**config.mk**
```make
export PLATFORM = sky130hd
export DESIGN_NAME = flash_rd_sched_flat
export DESIGN_NICKNAME = d
export VERILOG_FILES = /design/src/rtl/n5_flash_pkg.sv /design/src/rtl/flash_rd_sched_if.sv /design/src/rtl/flash_rr_arb.sv /design/src/rtl/flash_rd_sched.sv /design/src/flat_wrapper.sv
export SDC_FILE = /design/constraint.sdc
export NUM_CORES = 1
export LEC_CHECK = 0
export BUFFER_PORTS_ARGS = -buffer_cell sky130_fd_sc_hd__buf_2
export CELL_PAD_IN_SITES_DETAIL_PLACEMENT = 1
export CELL_PAD_IN_SITES_GLOBAL_PLACEMENT = 1
export CORE_MARGIN = 5
export CORE_UTILIZATION = 41
export CTS_BUF_LIST = sky130_fd_sc_hd__clkbuf_16
export DETAILED_ROUTE_END_ITERATION = 8
export GPL_TIMING_DRIVEN = 0
export PLACE_DENSITY = 0.84
export RECOVER_POWER = 100
export SETUP_SLACK_MARGIN = 0.3
export SLEW_MARGIN = 5
export SYNTH_ARGS = -nofsm -noshare
export SYNTH_HDL_FRONTEND = slang
export SYNTH_SLANG_ARGS = --single-unit
```
**constraint.sdc**
```tcl
create_clock -name HCLK -period 3.4 [get_ports HCLK]
set_clock_uncertainty 0.1 [all_clocks]
set_input_delay 0.68 -clock HCLK [delete_from_list [all_inputs] [get_ports HCLK]]
set_output_delay 0.68 -clock HCLK [all_outputs]
set_load 0.005 [all_outputs]
```
**src/rtl/n5_flash_pkg.sv**
```systemverilog
// Shared types and constants for the quad-SPI flash read scheduler.
package n5_flash_pkg;

    typedef enum logic [2:0] {
        IDLE,
        CMD,
        ADDR,
        MODE,
        DUMMY,
        DATA,
        DONE,
        GAP
    } state_t;

    localparam logic [7:0] CMD_QREAD = 8'hEB;

    localparam int CMD_CLKS  = 8;
    localparam int ADDR_CLKS = 6;
    localparam int MODE_CLKS = 2;
    localparam int DATA_CLKS = 8;

    // True while chip select is asserted and SCK is running.
    function automatic logic is_active(input state_t s);
        return (s == CMD) || (s == ADDR) || (s == MODE) || (s == DUMMY) || (s == DATA);
    endfunction

endpackage

```
**src/rtl/flash_rd_sched_if.sv**
```systemverilog
// Requester-side bus of the flash read scheduler: two request ports and a shared read-data return.
interface flash_rd_sched_if;

    logic        req0;
    logic        req1;
    logic [23:0] addr0;
    logic [23:0] addr1;
    logic        gnt0;
    logic        gnt1;
    logic        rvalid0;
    logic        rvalid1;
    logic [31:0] rdata;

    modport master (
        output req0, req1, addr0, addr1,
        input  gnt0, gnt1, rvalid0, rvalid1, rdata
    );

    modport slave (
        input  req0, req1, addr0, addr1,
        output gnt0, gnt1, rvalid0, rvalid1, rdata
    );

endinterface

```
**src/rtl/flash_rr_arb.sv**
```systemverilog
// Two-way round-robin arbiter; grants are combinational and only offered while enabled.
module flash_rr_arb (
    input  logic       clk,
    input  logic       rst,
    input  logic [1:0] req,
    input  logic       enable,
    output logic [1:0] gnt,
    output logic       port
);

    logic last;
    logic valid;

    // On a tie the port that did not win last time is chosen.
    always_comb begin
        valid = 1'b0;
        port  = 1'b0;
        if (enable) begin
            case (req)
                2'b01:   begin valid = 1'b1; port = 1'b0;  end
                2'b10:   begin valid = 1'b1; port = 1'b1;  end
                2'b11:   begin valid = 1'b1; port = ~last; end
                default: ;
            endcase
        end
    end

    assign gnt = valid ? (port ? 2'b10 : 2'b01) : 2'b00;

    // Remember the most recent winner; starting at 1 lets port 0 win the first tie.
    always_ff @(posedge clk or posedge rst) begin
        if (rst) begin
            last <= 1'b1;
        end else if (valid) begin
            last <= port;
        end
    end

endmodule

```
**src/rtl/flash_rd_sched.sv**
```systemverilog
// Quad-SPI Fast-Read-Quad (0xEB) sequencer shared by two requesters; one 32-bit word per grant.
module flash_rd_sched
    import n5_flash_pkg::*;
#(
    parameter int DUMMY_CLKS = 4,
    parameter int CS_IDLE    = 2
) (
    input  logic             HCLK,
    input  logic             HRESET,
    flash_rd_sched_if.slave  bus,
    output logic             fsclk,
    output logic             fcen,
    output logic [3:0]       fdo,
    output logic [3:0]       fdoe,
    input  logic [3:0]       fdi
);

    state_t      state;
    state_t      state_n;
    logic        ph;        // 0 = SCK low phase, 1 = SCK high phase
    logic        ph_n;
    logic [7:0]  cnt;       // SCK periods within a phase, or HCLK cycles in GAP
    logic [7:0]  cnt_n;
    logic        port_q;
    logic [23:0] addr_q;
    logic [1:0]  arb_gnt;
    logic        arb_port;
    logic        arb_en;
    logic        arb_valid;
    logic [3:0]  fdo_n;
    logic [3:0]  fdoe_n;
    logic [31:0] rdata_q;

    function automatic logic [7:0] phase_len(input state_t s);
        case (s)
            CMD:     return 8'(CMD_CLKS);
            ADDR:    return 8'(ADDR_CLKS);
            MODE:    return 8'(MODE_CLKS);
            DUMMY:   return 8'(DUMMY_CLKS);
            default: return 8'(DATA_CLKS);
        endcase
    endfunction

    function automatic state_t next_phase(input state_t s);
        case (s)
            CMD:     return ADDR;
            ADDR:    return MODE;
            MODE:    return (DUMMY_CLKS == 0) ? DATA : DUMMY;
            DUMMY:   return DATA;
            default: return DONE;
        endcase
    endfunction

    // Grants are withheld during reset so gnt reads 0 while HRESET is high.
    assign arb_en    = (state == IDLE) && !HRESET;
    assign arb_valid = |arb_gnt;

    flash_rr_arb u_arb (
        .clk    (HCLK),
        .rst    (HRESET),
        .req    ({bus.req1, bus.req0}),
        .enable (arb_en),
        .gnt    (arb_gnt),
        .port   (arb_port)
    );

    assign bus.gnt0    = arb_gnt[0];
    assign bus.gnt1    = arb_gnt[1];
    assign bus.rvalid0 = (state == DONE) && !port_q;
    assign bus.rvalid1 = (state == DONE) &&  port_q;
    assign bus.rdata   = rdata_q;

    // Sequencer state, SCK phase toggle and period counter.
    always_ff @(posedge HCLK or posedge HRESET) begin
        if (HRESET) begin
            state <= IDLE;
            ph    <= 1'b0;
            cnt   <= 8'd0;
        end else begin
            state <= state_n;
            ph    <= ph_n;
            cnt   <= cnt_n;
        end
    end

    // Next state: each SCK period is a low then a high HCLK cycle; phases advance after the high half.
    always_comb begin
        state_n = state;
        ph_n    = ph;
        cnt_n   = cnt;
        case (state)
            IDLE: begin
                ph_n  = 1'b0;
                cnt_n = 8'd0;
                if (arb_valid) begin
                    state_n = CMD;
                end
            end
            CMD, ADDR, MODE, DUMMY, DATA: begin
                ph_n = ~ph;
                if (ph) begin
                    if (cnt == phase_len(state) - 8'd1) begin
                        cnt_n   = 8'd0;
                        state_n = next_phase(state);
                    end else begin
                        cnt_n = cnt + 8'd1;
                    end
                end
            end
            DONE: begin
                ph_n    = 1'b0;
                cnt_n   = 8'd0;
                state_n = (CS_IDLE == 0) ? IDLE : GAP;
            end
            GAP: begin
                ph_n = 1'b0;
                if (cnt >= 8'(CS_IDLE - 1)) begin
                    cnt_n   = 8'd0;
                    state_n = IDLE;
                end else begin
                    cnt_n = cnt + 8'd1;
                end
            end
            default: begin
                state_n = IDLE;
                ph_n    = 1'b0;
                cnt_n   = 8'd0;
            end
        endcase
    end

    // Pin values for the SCK period that is about to start.
    always_comb begin
        fdo_n  = 4'h0;
        fdoe_n = 4'h0;
        case (state_n)
            CMD: begin
                fdoe_n = 4'b0001;
                fdo_n  = {3'b000, CMD_QREAD[~cnt_n[2:0]]};
            end
            ADDR: begin
                fdoe_n = 4'hF;
                case (cnt_n[2:0])
                    3'd0:    fdo_n = addr_q[23:20];
                    3'd1:    fdo_n = addr_q[19:16];
                    3'd2:    fdo_n = addr_q[15:12];
                    3'd3:    fdo_n = addr_q[11:8];
                    3'd4:    fdo_n = addr_q[7:4];
                    default: fdo_n = addr_q[3:0];
                endcase
            end
            MODE: begin
                fdoe_n = 4'hF;
                fdo_n  = 4'h0;
            end
            default: ;
        endcase
    end

    // Latch the winning port and its word-aligned address on the grant cycle.
    always_ff @(posedge HCLK or posedge HRESET) begin
        if (HRESET) begin
            port_q <= 1'b0;
            addr_q <= 24'd0;
        end else if (arb_valid) begin
            port_q <= arb_port;
            addr_q <= (arb_port ? bus.addr1 : bus.addr0) & 24'hFFFFFC;
        end
    end

    // Registered flash pins; fdo/fdoe only move on edges that open a low SCK phase.
    always_ff @(posedge HCLK or posedge HRESET) begin
        if (HRESET) begin
            fsclk <= 1'b0;
            fcen  <= 1'b1;
            fdo   <= 4'h0;
            fdoe  <= 4'h0;
        end else begin
            fsclk <= is_active(state_n) && ph_n;
            fcen  <= !is_active(state_n);
            if (!ph_n) begin
                fdo  <= fdo_n;
                fdoe <= fdoe_n;
            end
        end
    end

    // Sample fdi at the end of each high phase in DATA; byte k high nibble first into rdata[8k+7:8k].
    always_ff @(posedge HCLK or posedge HRESET) begin
        if (HRESET) begin
            rdata_q <= 32'd0;
        end else if ((state == DATA) && ph) begin
            rdata_q[{cnt[2:1], ~cnt[0], 2'b00} +: 4] <= fdi;
        end
    end

endmodule

```
**src/flat_wrapper.sv**
```systemverilog
// flat-port wrapper written by rule: the top's interface ports become plain ports
module flash_rd_sched_flat import n5_flash_pkg::*;
#(
    parameter int DUMMY_CLKS = 4,
    parameter int CS_IDLE    = 2
)
  (HCLK, HRESET, fsclk, fcen, fdo, fdoe, fdi, bus_req0, bus_req1, bus_addr0, bus_addr1, bus_gnt0, bus_gnt1, bus_rvalid0, bus_rvalid1, bus_rdata);
  flash_rd_sched_if bus_i ();
  input  logic HCLK;
  input  logic HRESET;
  output logic fsclk;
  output logic fcen;
  output logic [3:0] fdo;
  output logic [3:0] fdoe;
  input  logic [3:0] fdi;
  input wire logic [$bits(bus_i.req0)-1:0] bus_req0;
  input wire logic [$bits(bus_i.req1)-1:0] bus_req1;
  input wire logic [$bits(bus_i.addr0)-1:0] bus_addr0;
  input wire logic [$bits(bus_i.addr1)-1:0] bus_addr1;
  output wire logic [$bits(bus_i.gnt0)-1:0] bus_gnt0;
  output wire logic [$bits(bus_i.gnt1)-1:0] bus_gnt1;
  output wire logic [$bits(bus_i.rvalid0)-1:0] bus_rvalid0;
  output wire logic [$bits(bus_i.rvalid1)-1:0] bus_rvalid1;
  output wire logic [$bits(bus_i.rdata)-1:0] bus_rdata;
  assign bus_i.req0 = bus_req0;
  assign bus_i.req1 = bus_req1;
  assign bus_i.addr0 = bus_addr0;
  assign bus_i.addr1 = bus_addr1;
  assign bus_gnt0 = bus_i.gnt0;
  assign bus_gnt1 = bus_i.gnt1;
  assign bus_rvalid0 = bus_i.rvalid0;
  assign bus_rvalid1 = bus_i.rvalid1;
  assign bus_rdata = bus_i.rdata;
  flash_rd_sched #(.DUMMY_CLKS(DUMMY_CLKS), .CS_IDLE(CS_IDLE)) u_core (.HCLK(HCLK), .HRESET(HRESET), .bus(bus_i), .fsclk(fsclk), .fcen(fcen), .fdo(fdo), .fdoe(fdoe), .fdi(fdi));
endmodule
```
==> metrics, run 1 <==
diode count 0; most used cell, CP buf_4; Reg-to-Reg Start u_core.cnt[0]$_DFF_PP0_; Pwr Density 548 nW/um^2; Top Family by Delay on Critical Path simple AND/OR/NAND/NOR gates; sequential share of power 40.9%; Largest stage delay, worst path 510 ps; clk sink count 76; core area 9150 um^2; DP HPWL 8180 um; Leak Pwr 0.00238 uW; multi-input combinational cell area 1820 um^2; synth-to-layout area growth 30.4%; switching power 813 uW; reg-to-reg setup timing slack 150 ps; DRC Markers 0; Filler Cell Count 1042; drt pass-1 iters 6; period utilization 95.5%; crit path from u_core.cnt[0]$_DFF_PP0_; first-pass GRT wire length 19900 um; CP Launch Type register; WP buf/inv 4; setup TNS 0 ps; Max-Slew Margin vs Limit 8.15%; Tot GR Track Use 22.5%; reg2reg end u_core.fdo[3]$_DFFE_PP0N_; nets 530; Max VDD drop 0.352 mV; number of global-route vias before repair 3709; Comb pwr share 20.0%; htree depth 3; worst-margin pin slew 1380 ps; final setup violation count 0; wire per inst 22.1 um; Clock transition at path regs 70 ps; # IOs 102; RSZ-0062 raised after global routing yes; cts bufs inserted 9; sequential cell area 1910 um^2; Mapped Area 3820 um^2; RD Place Congestion 0.788; final wirelength 12900 um; Final ANT Viol Nets 0; hold buffers post-CTS 0; post-layout util 54.4%; Reg2Reg Depth 13; Syn Inst Count 346; status finished, final reports clean; HP Class reg2reg; Final Slew Violations 0; critical path, cell by cell buf_4, inv_2, ha_1, or4b_4, nor4_4, clkbuf_1, nand2_1, o21ai_2, nor2_4, buf_4, a31oi_1, a2111oi_2, a221o_1; count of buffers from port buffering 97; WHS Endpoint u_core.bus.rdata[15]$_DFFE_PP0P_; die area 11400 um^2; CP Class reg2reg; Worst Path Arrival 3350 ps; row count 35; Final Hold Viols 0; via count 3448; layout cells sized above 1 37.6%; post-synthesis sequential area ratio 49.8%; Fmax achieved 308 MHz; Most used DFF post-synth dfrtp_1; Initial Utilization 41.7%; library cells used by synthesis 68; crit path max fanout 10; min Tclk post-route 3250 ps; Die W 107 um; CTS tree built; Clk Tree Root Cell clkbuf_16; Clock Path Buffers 2; cell count of the worst hold path 2; Clk pwr share 39.1%; initial antenna violation count 0; Crit-path slowest cell or4b_4; switching part of the total power 29.8%; initial DRC count 333; syn_area_per_cell 11.0 um^2; Via density 5.89; Int Power 1920 uW; Post-synth EDFFs 0; Worst Hold Launch u_core.bus.rdata[15]$_DFFE_PP0P_; Synth Warn # 0; Critical Path RT 3510 ps; syn_nets 407; worst skew pair latency 330 ps; Worst Setup End Kind register; Seq cells post-synth 76; Die Ht 107 um; Max-cap violations 0; GR Overflow Total 0; largest net degree at the start of global routing 57; Post-synth ARST share 100%
registers in the layout, indices dropped and copies added (netlist names), 2 cells and up:
signal and count:
u_core.fdo 4, u_core.bus.rdata 32, u_core.addr_q 22, u_core.cnt 8, u_core.fdoe 2, u_core.state 3
layout by cell type, fill, tap and decap left out, drive strengths merged, types with 7 or more instances in the layout:
cell     n
buf     84
dfrtp   74
clkbuf  56
inv     38
mux2    26
nand2   25
a222oi  22
nor2    14
nand3   12
o21ai   11
xor2     7
metrics by stage:
stage          worst slack, ps  hold WS (ps)  cells  area (um^2)  power (uW)
3_3_place_gp              -170           371    554         4450        1580
5_1_grt                   61.6           428    585         4980        2850
3_5_place_dp              -171           382    555         4480        1610
4_1_cts                    302           212    579         4950        2710
2_1_floorplan              441           365    346         3820        1420
6_report                   152           405    585         4980        2730
logic make-up after synthesis:
group,after synthesis,synth area share (%)
compound gates,71,15.6
xor+xnor,12,2.75
fa+ha+maj,5,1.64
buf+inv,55,5.89
flops,76,49.8
mux,31,9.63
simple gates,96,14.6
power by group through the flow:
stage	registers [uW]	logic, uW	clock network [uW]
after floorplan	1100	322	0
after global placement	1130	452	0
after detailed placement	1130	478	0
after CTS	1120	517	1080
after global routing	1130	594	1120
final	1120	547	1070
tightest hold or removal path, cell delays in order (launching register included):
cell	delay (ps)
dfrtp_1	350
nand2_1	50
o21ai_0	70
per-layer routing:
| layer | GRT usage (%) | routed length [um] | share of wire (%) |
|---|---|---|---|
| met2 | 39.3 | 6760 | 52 |
| met3 | 4.31 | 611 | 4.7 |
| met5 | 0 | 0 | 0 |
| met1 | 26.3 | 4940 | 38 |
| met4 | 11.1 | 608 | 4.7 |
worst max-delay path by stage:
stage / end / slack, ps / depth (start not counted)
after floorplan: u_core.fdo[1]$_DFFE_PP0N_ / 440 / 12
after detailed placement: u_core.bus.rdata[30]$_DFFE_PP0P_ / -170 / 8
after global routing: u_core.fdo[3]$_DFFE_PP0N_ / 60 / 13
after global placement: u_core.bus.rdata[26]$_DFFE_PP0P_ / -170 / 2
after CTS: u_core.fdo[3]$_DFFE_PP0N_ / 300 / 10
final: u_core.fdo[3]$_DFFE_PP0N_ / 150 / 13
synth_stat cells (2+ instances only):
| library cell | number | area, um^2 |
|---|---|---|
| xor2_1 | 7 | 61.3 |
| nor3b_1 | 4 | 30.0 |
| a31o_2 | 4 | 35.0 |
| buf_2 | 3 | 15.0 |
| and3_1 | 4 | 25.0 |
| mux2i_1 | 3 | 30.0 |
| nor2_1 | 12 | 45.0 |
| a21oi_1 | 3 | 15.0 |
| nand3_1 | 11 | 55.1 |
| buf_4 | 2 | 15.0 |
| inv_1 | 34 | 128 |
| nand2_1 | 23 | 86.3 |
| nand4_1 | 3 | 18.8 |
| a222oi_1 | 22 | 220 |
| ha_1 | 5 | 62.6 |
| mux2_2 | 25 | 282 |
| nand2b_1 | 5 | 31.3 |
| o21ai_0 | 7 | 35.0 |
| nor2b_1 | 5 | 31.3 |
| nand2_2 | 2 | 12.5 |
| xnor2_1 | 5 | 43.8 |
| or3_1 | 5 | 31.3 |
| nor3_1 | 3 | 15.0 |
| a211oi_1 | 2 | 15.0 |
| dfrtp_1 | 74 | 1850 |
| a31oi_1 | 3 | 18.8 |
| o22ai_1 | 2 | 12.5 |
| o21ai_1 | 4 | 20.0 |
| dfstp_2 | 2 | 52.6 |
| nor2_4 | 2 | 22.5 |
| and4_1 | 2 | 17.5 |
| clkbuf_1 | 12 | 45.0 |
| o211ai_1 | 3 | 22.5 |
| o21a_1 | 2 | 15.0 |
| a21o_1 | 5 | 37.5 |
| nor4b_1 | 2 | 17.5 |
| nor4_1 | 3 | 18.8 |
what timing repair did:
action,CTS,global route
endpoints found under the setup margin,15,30
resized for setup,23,25
setup buffers,8,6
pin swaps,3,4
area by class of cell:
type	count	share of cell area [%]
Sequential cell	76	38.3
Multi-Input combinational cell	215	36.5
Timing Repair Buffer	112	11.1
Clock buffer	9	4.52
Tap cell	111	2.79
Inverter	36	2.76
Clock inverter	7	2.13
Buffer	19	1.96
(Power assumes the default switching activity.)
==> run 2, diff against run 1 <==
==> constraint.sdc (replaced) <==
create_clock -name HCLK -period 3.3 [get_ports HCLK]
set_clock_uncertainty 0.1 [all_clocks]
set_input_delay 0.66 -clock HCLK [delete_from_list [all_inputs] [get_ports HCLK]]
set_output_delay 0.66 -clock HCLK [all_outputs]
set_load 0.005 [all_outputs]
==> metrics, run 2 (synthesized netlist as in run 1, its figures left out) <==
Reg2Reg Depth 10 (-3); die area 11400 um^2 (unchanged); Tot GR Track Use 23.9% (+1.4 points); Pwr Density 554 nW/um^2 (+1.0%); Fmax achieved 312 MHz (+1.4%); min Tclk post-route 3200 ps (-45.3 ps); core area 9150 um^2 (unchanged); status finished, final reports clean; Worst Path Arrival 3320 ps (-30 ps); DRC Markers 0 (unchanged); Max-Slew Margin vs Limit 3.78% (-4.4 points); initial DRC count 341 (+2.4%); final wirelength 15100 um (+17%); Clock transition at path regs 60 ps (about the same); Final ANT Viol Nets 0 (unchanged); Final Hold Viols 0 (unchanged); Clock Path Buffers 2 (unchanged); # IOs 102 (unchanged); Worst Setup End Kind register; crit path max fanout 4 (-6); Initial Utilization 41.7% (unchanged); CP Launch Type register; count of buffers from port buffering 97 (unchanged); commonest non-fill, non-tap cells in the layout dfrtp_1 (72), buf_2 (69), clkbuf_1 (40), inv_1 (31), buf_4 (25); final hold slack 396 ps (-8.98 ps); Via density 6.14 (+4.2%); Max-cap violations 0 (unchanged); worst-margin pin slew 1440 ps (+65.6 ps); nets 545 (+2.8%); reg-to-reg setup timing slack 100 ps (-50 ps); Max VDD drop 0.422 mV (+20%); hold buffers post-CTS 0 (unchanged); Worst Hold Launch u_core.bus.rdata[15]$_DFFE_PP0P_; diode count 0 (unchanged); Reg-to-Reg Start u_core.cnt[1]$_DFF_PP0_; htree depth 3 (unchanged); synth-to-layout area growth 38.0%; CTS tree built; WHS Endpoint u_core.bus.rdata[15]$_DFFE_PP0P_; Filler Cell Count 997 (-4.3%); RSZ-0062 raised after global routing yes; total power 2920 uW (+6.9%); Die Ht 107 um (unchanged); initial antenna violation count 0 (unchanged); cell count of the worst hold path 2 (unchanged); via count 3686 (+6.9%); GR Overflow Total 0 (unchanged); number of global-route vias before repair 3865 (+4.2%); DP HPWL 8180 um (unchanged); Leak Pwr 0.00250 uW (+4.8%); row count 35 (unchanged); setup TNS 0 ps (unchanged); most common cell after layout, fill and taps aside dfrtp_1; layout cells sized above 1 41.5% (+4.0 points); wire per inst 25.2 um (+14%); clk sink count 76 (unchanged); CP Class reg2reg; Clk Tree Root Cell clkbuf_16; Largest register FFs 32 (unchanged); drt pass-1 iters 6 (unchanged); worst skew pair latency 350 ps (+20 ps); final setup violation count 0 (unchanged); period utilization 97.0% (+1.5 points); largest net degree at the start of global routing 57 (unchanged); Critical Path RT 3420 ps (-90 ps); HP Class reg2reg; RD Place Congestion 0.788 (unchanged); cts bufs inserted 9 (unchanged); first-pass GRT wire length 21000 um (+5.6%); reg2reg end u_core.fdo[2]$_DFFE_PP0N_; Die W 107 um (unchanged); Final Slew Violations 0 (unchanged)
==> run 2: cell type report <==
| type | instances | area, um^2 | area share, % |
|---|---|---|---|
| Tap cell | 111 | 139 | 2.63 |
| Sequential cell | 76 | 1910 | 36.1 |
| Multi-Input combinational cell | 215 | 1960 | 37.1 |
| Timing Repair Buffer | 127 | 682 | 12.9 |
| Inverter | 36 | 145 | 2.75 |
| Buffer | 19 | 113 | 2.13 |
| Clock inverter | 7 | 106 | 2.02 |
| Clock buffer | 9 | 225 | 4.27 |
==> run 2: how the worst max path moves through the flow <==
stage,from,depth (start not counted),endpoint
after detailed placement,u_core.cnt[0]$_DFF_PP0_,8,u_core.bus.rdata[30]$_DFFE_PP0P_
final,u_core.cnt[1]$_DFF_PP0_,10,u_core.fdo[2]$_DFFE_PP0N_
after floorplan,u_core.state[1]$_DFF_PP0_,12,u_core.fdo[1]$_DFFE_PP0N_
after global placement,HRESET,2,u_core.bus.rdata[26]$_DFFE_PP0P_
after global routing,u_core.state[2]$_DFF_PP0_,9,u_core.fdo[2]$_DFFE_PP0N_
after CTS,u_core.cnt[0]$_DFF_PP0_,11,u_core.fdo[2]$_DFFE_PP0N_
==> run 2: layer usage <==
metal	global-route usage [%]	share of wire, %	routed length, um
met1	27.6	37	5640
met3	4.25	6.0	913
met2	41.4	52	7880
met5	0	0	0
met4	13.8	4.7	711
==> run 2: worst max-delay path, stage by stage (launching register included) <==
cell	delay, ps
dfrtp_2	440
inv_1	170
ha_1	200
or4b_4	510
nor4_4	220
buf_4	190
a22oi_2	100
inv_2	140
mux4_2	560
a211oi_2	320
o21ai_1	130
==> run 2: repair_timing <==
| action | CTS | global route |
|---|---|---|
| pin swaps | 7 | 17 |
| gates cloned | 0 | 0 |
| setup buffers | 14 | 15 |
| gates resized for setup | 34 | 44 |
| endpoints found under the setup margin | 24 | 22 |
==> run 2: metrics by stage <==
| step | cell area [um^2] | util [%] | setup slack (ps) | std cells |
|---|---|---|---|---|
| 2_1_floorplan | 3820 | - | 341 | 346 |
| 3_3_place_gp | 4450 | 48.6 | -250 | 554 |
| 3_5_place_dp | 4480 | 48.9 | -271 | 555 |
| 4_1_cts | 5050 | 55.2 | 269 | 585 |
| 5_1_grt | 5280 | 57.6 | 30.2 | 600 |
| 6_report | 5280 | 57.6 | 97.5 | 600 |
==> run 2: report_power, final <==
part | switching (uW) | total (uW) | internal (uW)
Combinational | 378 | 641 | 263
Sequential | 101 | 1170 | 1070
Clock | 435 | 1110 | 677
Total | 914 | 2920 | 2010
==> run 3, diff against run 2 <==
--- a/config.mk
+++ b/config.mk
@@ -6,17 +6,18 @@
 export NUM_CORES = 1
 export LEC_CHECK = 0
 export BUFFER_PORTS_ARGS = -buffer_cell sky130_fd_sc_hd__buf_2
+export CAP_MARGIN = 5
 export CELL_PAD_IN_SITES_DETAIL_PLACEMENT = 1
 export CELL_PAD_IN_SITES_GLOBAL_PLACEMENT = 1
 export CORE_MARGIN = 5
 export CORE_UTILIZATION = 41
 export CTS_BUF_LIST = sky130_fd_sc_hd__clkbuf_16
 export DETAILED_ROUTE_END_ITERATION = 8
-export GPL_TIMING_DRIVEN = 0
-export PLACE_DENSITY = 0.84
+export PLACE_DENSITY = 0.85
 export RECOVER_POWER = 100
 export SETUP_SLACK_MARGIN = 0.3
 export SLEW_MARGIN = 5
 export SYNTH_ARGS = -nofsm -noshare
 export SYNTH_HDL_FRONTEND = slang
+export SYNTH_HIERARCHICAL = 1
 export SYNTH_SLANG_ARGS = --single-unit
==> metrics, run 3 <==
Pwr Density 872 nW/um^2 (+58%); GR Overflow Total 0 (unchanged); htree depth 3 (unchanged); period utilization 97.1% (about the same); final hold slack 242 ps (-154 ps); post-synthesis sequential area ratio 48.6% (-1.3 points); # IOs 102 (unchanged); Leak Pwr 0.00221 uW (-12%); worst-margin pin slew 2080 ps (+638 ps); Post-synth EDFFs 0 (unchanged); die area 11600 um^2 (+2.3%); Worst Setup End Kind register; Die Ht 108 um (+1.2%); Fmax achieved 312 MHz (about the same); most common cell after layout, fill and taps aside dfrtp_1; Post-synth ARST share 100% (unchanged); syn_area_per_cell 10.5 um^2 (-5.1%); Clock Path Buffers 2 (unchanged); count of buffers from port buffering 97 (unchanged); initial antenna violation count 0 (unchanged); status finished, violations left; Tot GR Track Use 19.2% (-4.7 points); number of global-route vias before repair 3491 (-9.7%); Synth Warn # 6 (+6); Worst Path Arrival 3320 ps (about the same); diode count 0 (unchanged); Syn Inst Count 374 (+8.1%); multi-input combinational cell area 1890 um^2 (-3.6%); Max-cap violations 2 (+2); Initial Utilization 42.2% (+0.47 points); CP Launch Type register; largest net degree at the start of global routing 46 (-19%); Final ANT Viol Nets 0 (unchanged); Setup WS post-layout 95.8 ps (-1.71 ps); Commonest cells post-synth dfrtp_1 (74), nand2_1 (53), o21ai_0 (39); commonest non-fill, non-tap cells in the layout dfrtp_1 (74), buf_2 (64), nand2_1 (54), o21ai_0 (39), clkbuf_1 (35); Final Slew Violations 77 (+77); Final Hold Viols 0 (unchanged); worst skew pair latency 330 ps (-20 ps); initial DRC count 159 (-53%); failing checks max-capacitance violations, max-slew violations; first-pass GRT wire length 17600 um (-16%); drt pass-1 iters 4 (-2); Die W 108 um (+1.2%); leading area contributor after synthesis dfrtp_1; Critical Path RT 3420 ps (about the same); total power 4250 uW (+45%); sequential cell area 1900 um^2 (-0.13%); syn_nets 435 (+6.9%); most numerous cell in the Yosys netlist dfrtp_1; clk sink count 76 (unchanged); library cells used by synthesis 60 (-12%); Max-Slew Margin vs Limit -38.7% (-43 points); Via density 5.21 (-15%); Clock transition at path regs 60 ps (about the same); min Tclk post-route 3200 ps (+1.71 ps); DRC Markers 0 (unchanged); Filler Cell Count 1134 (+14%); hold buffers post-CTS 0 (unchanged); Clk Tree Root Cell clkbuf_16; RD Place Congestion 0.848 (+7.6%); CP Class reg2reg; row count 35 (unchanged); final wirelength 10800 um (-29%); setup slack after placement 39.0 ps (+310 ps); Seq cells post-synth 76 (unchanged); HP Class in2async; synth-to-layout area growth 24.2%; core area 9280 um^2 (+1.4%); Largest register FFs 32 (unchanged); via count 3222 (-13%); CTS tree built; post-layout util 52.4% (-5.2 points); Mapped Area 3920 um^2 (+2.6%); final setup violation count 0 (unchanged); RSZ-0062 raised after global routing yes; crit path max fanout 3 (-1); Max VDD drop 0.323 mV (-23%); ranking of synthesized cells by area dfrtp_1 (47%), mux2_2 (7.5%), mux2i_1 (6.4%), nand2_1 (5.1%), o21ai_0 (5.0%); layout cells sized above 1 30.0% (-12 points); DP HPWL 8130 um (-0.57%); nets 546 (+0.18%); cts bufs inserted 9 (unchanged); wire per inst 17.5 um (-31%); Most used DFF post-synth dfrtp_1; Yosys top cell area share 47.2% (-1.2 points)
[run 3: worst max-delay path: stages (launching register included)]
cell,delay [ps]
dfrtp_1,380
or2b_4,280
a21o_1,160
ha_2,180
xnor2_1,130
or3_4,410
a211oi_4,250
o21a_1,210
mux4_2,530
nand2b_1,120
a21oi_1,80
a221o_1,260
[run 3: repair_timing]
action                     CTS  global route
buffers inserted             4             2
resized for setup            0             4
setup endpoints to repair    4             5
pin swaps                    1             2
[run 3: where the power goes]
group | switching [uW] | total [uW] | internal, uW | leakage [uW]
Combinational | 1030 | 1870 | 837 | 0.00116
Sequential | 237 | 1450 | 1210 | 0.000915
Clock | 416 | 934 | 518 | 0.000129
Total | 1680 | 4250 | 2560 | 0.00221
[run 3: path summary, 6_finish.rpt]
path	to	from	cells past startpoint	slack [ps]
max	u_core/fdo[0]$_DFFE_PP0N_	u_core/state[2]$_DFF_PP0_	11	100
min	u_core/u_arb/last$_DFFE_PP1P_	HRESET	2	240
max reg2reg	u_core/fdo[0]$_DFFE_PP0N_	u_core/state[2]$_DFF_PP0_	11	100
max in group asynchronous	u_core/addr_q[9]$_DFFE_PP0P_	HRESET	3	890
min in group HCLK	u_core/bus.rdata[27]$_DFFE_PP0P_	u_core/bus.rdata[27]$_DFFE_PP0P_	2	380
min reg2reg	u_core/bus.rdata[27]$_DFFE_PP0P_	u_core/bus.rdata[27]$_DFFE_PP0P_	2	380
[run 3: stage by stage]
stage | cell area (um^2) | cells | setup TNS, ps
final | 4870 | 619 | 0
after detailed placement | 4590 | 597 | 0
after global routing | 4870 | 619 | -5.51
after floorplan | 3940 | 374 | 0
after global placement | 4590 | 597 | 0
after CTS | 4900 | 617 | 0
[run 3: cell families after synthesis]
kind of cell,Yosys count,share of synthesized area [%]
flip-flops,76,48.6
multiplexers,54,15.3
AND/OR/NAND/NOR,129,16.7
AO/OA/AOI/OAI,70,11.5
buffers and inverters,30,4.12
XOR/XNOR,10,2.23
adder cells (fa/ha/maj),5,1.60
[run 3: layout make-up]
type	instances	share of cell area, %
clock buffers	9	4.63
clock inverters	7	1.18
inverters	12	0.925
multi-input cells	268	38.8
flip-flops and latches	76	39.1
well taps	129	3.32
repair buffers	118	12.1
[run 3: routing by layer]
metal / share of wire (%) / track usage [%]
met5: 0 / 0
met2: 53 / 33.8
met1: 43 / 24.3
met3: 3.3 / 3.60
met4: 1.2 / 4.60
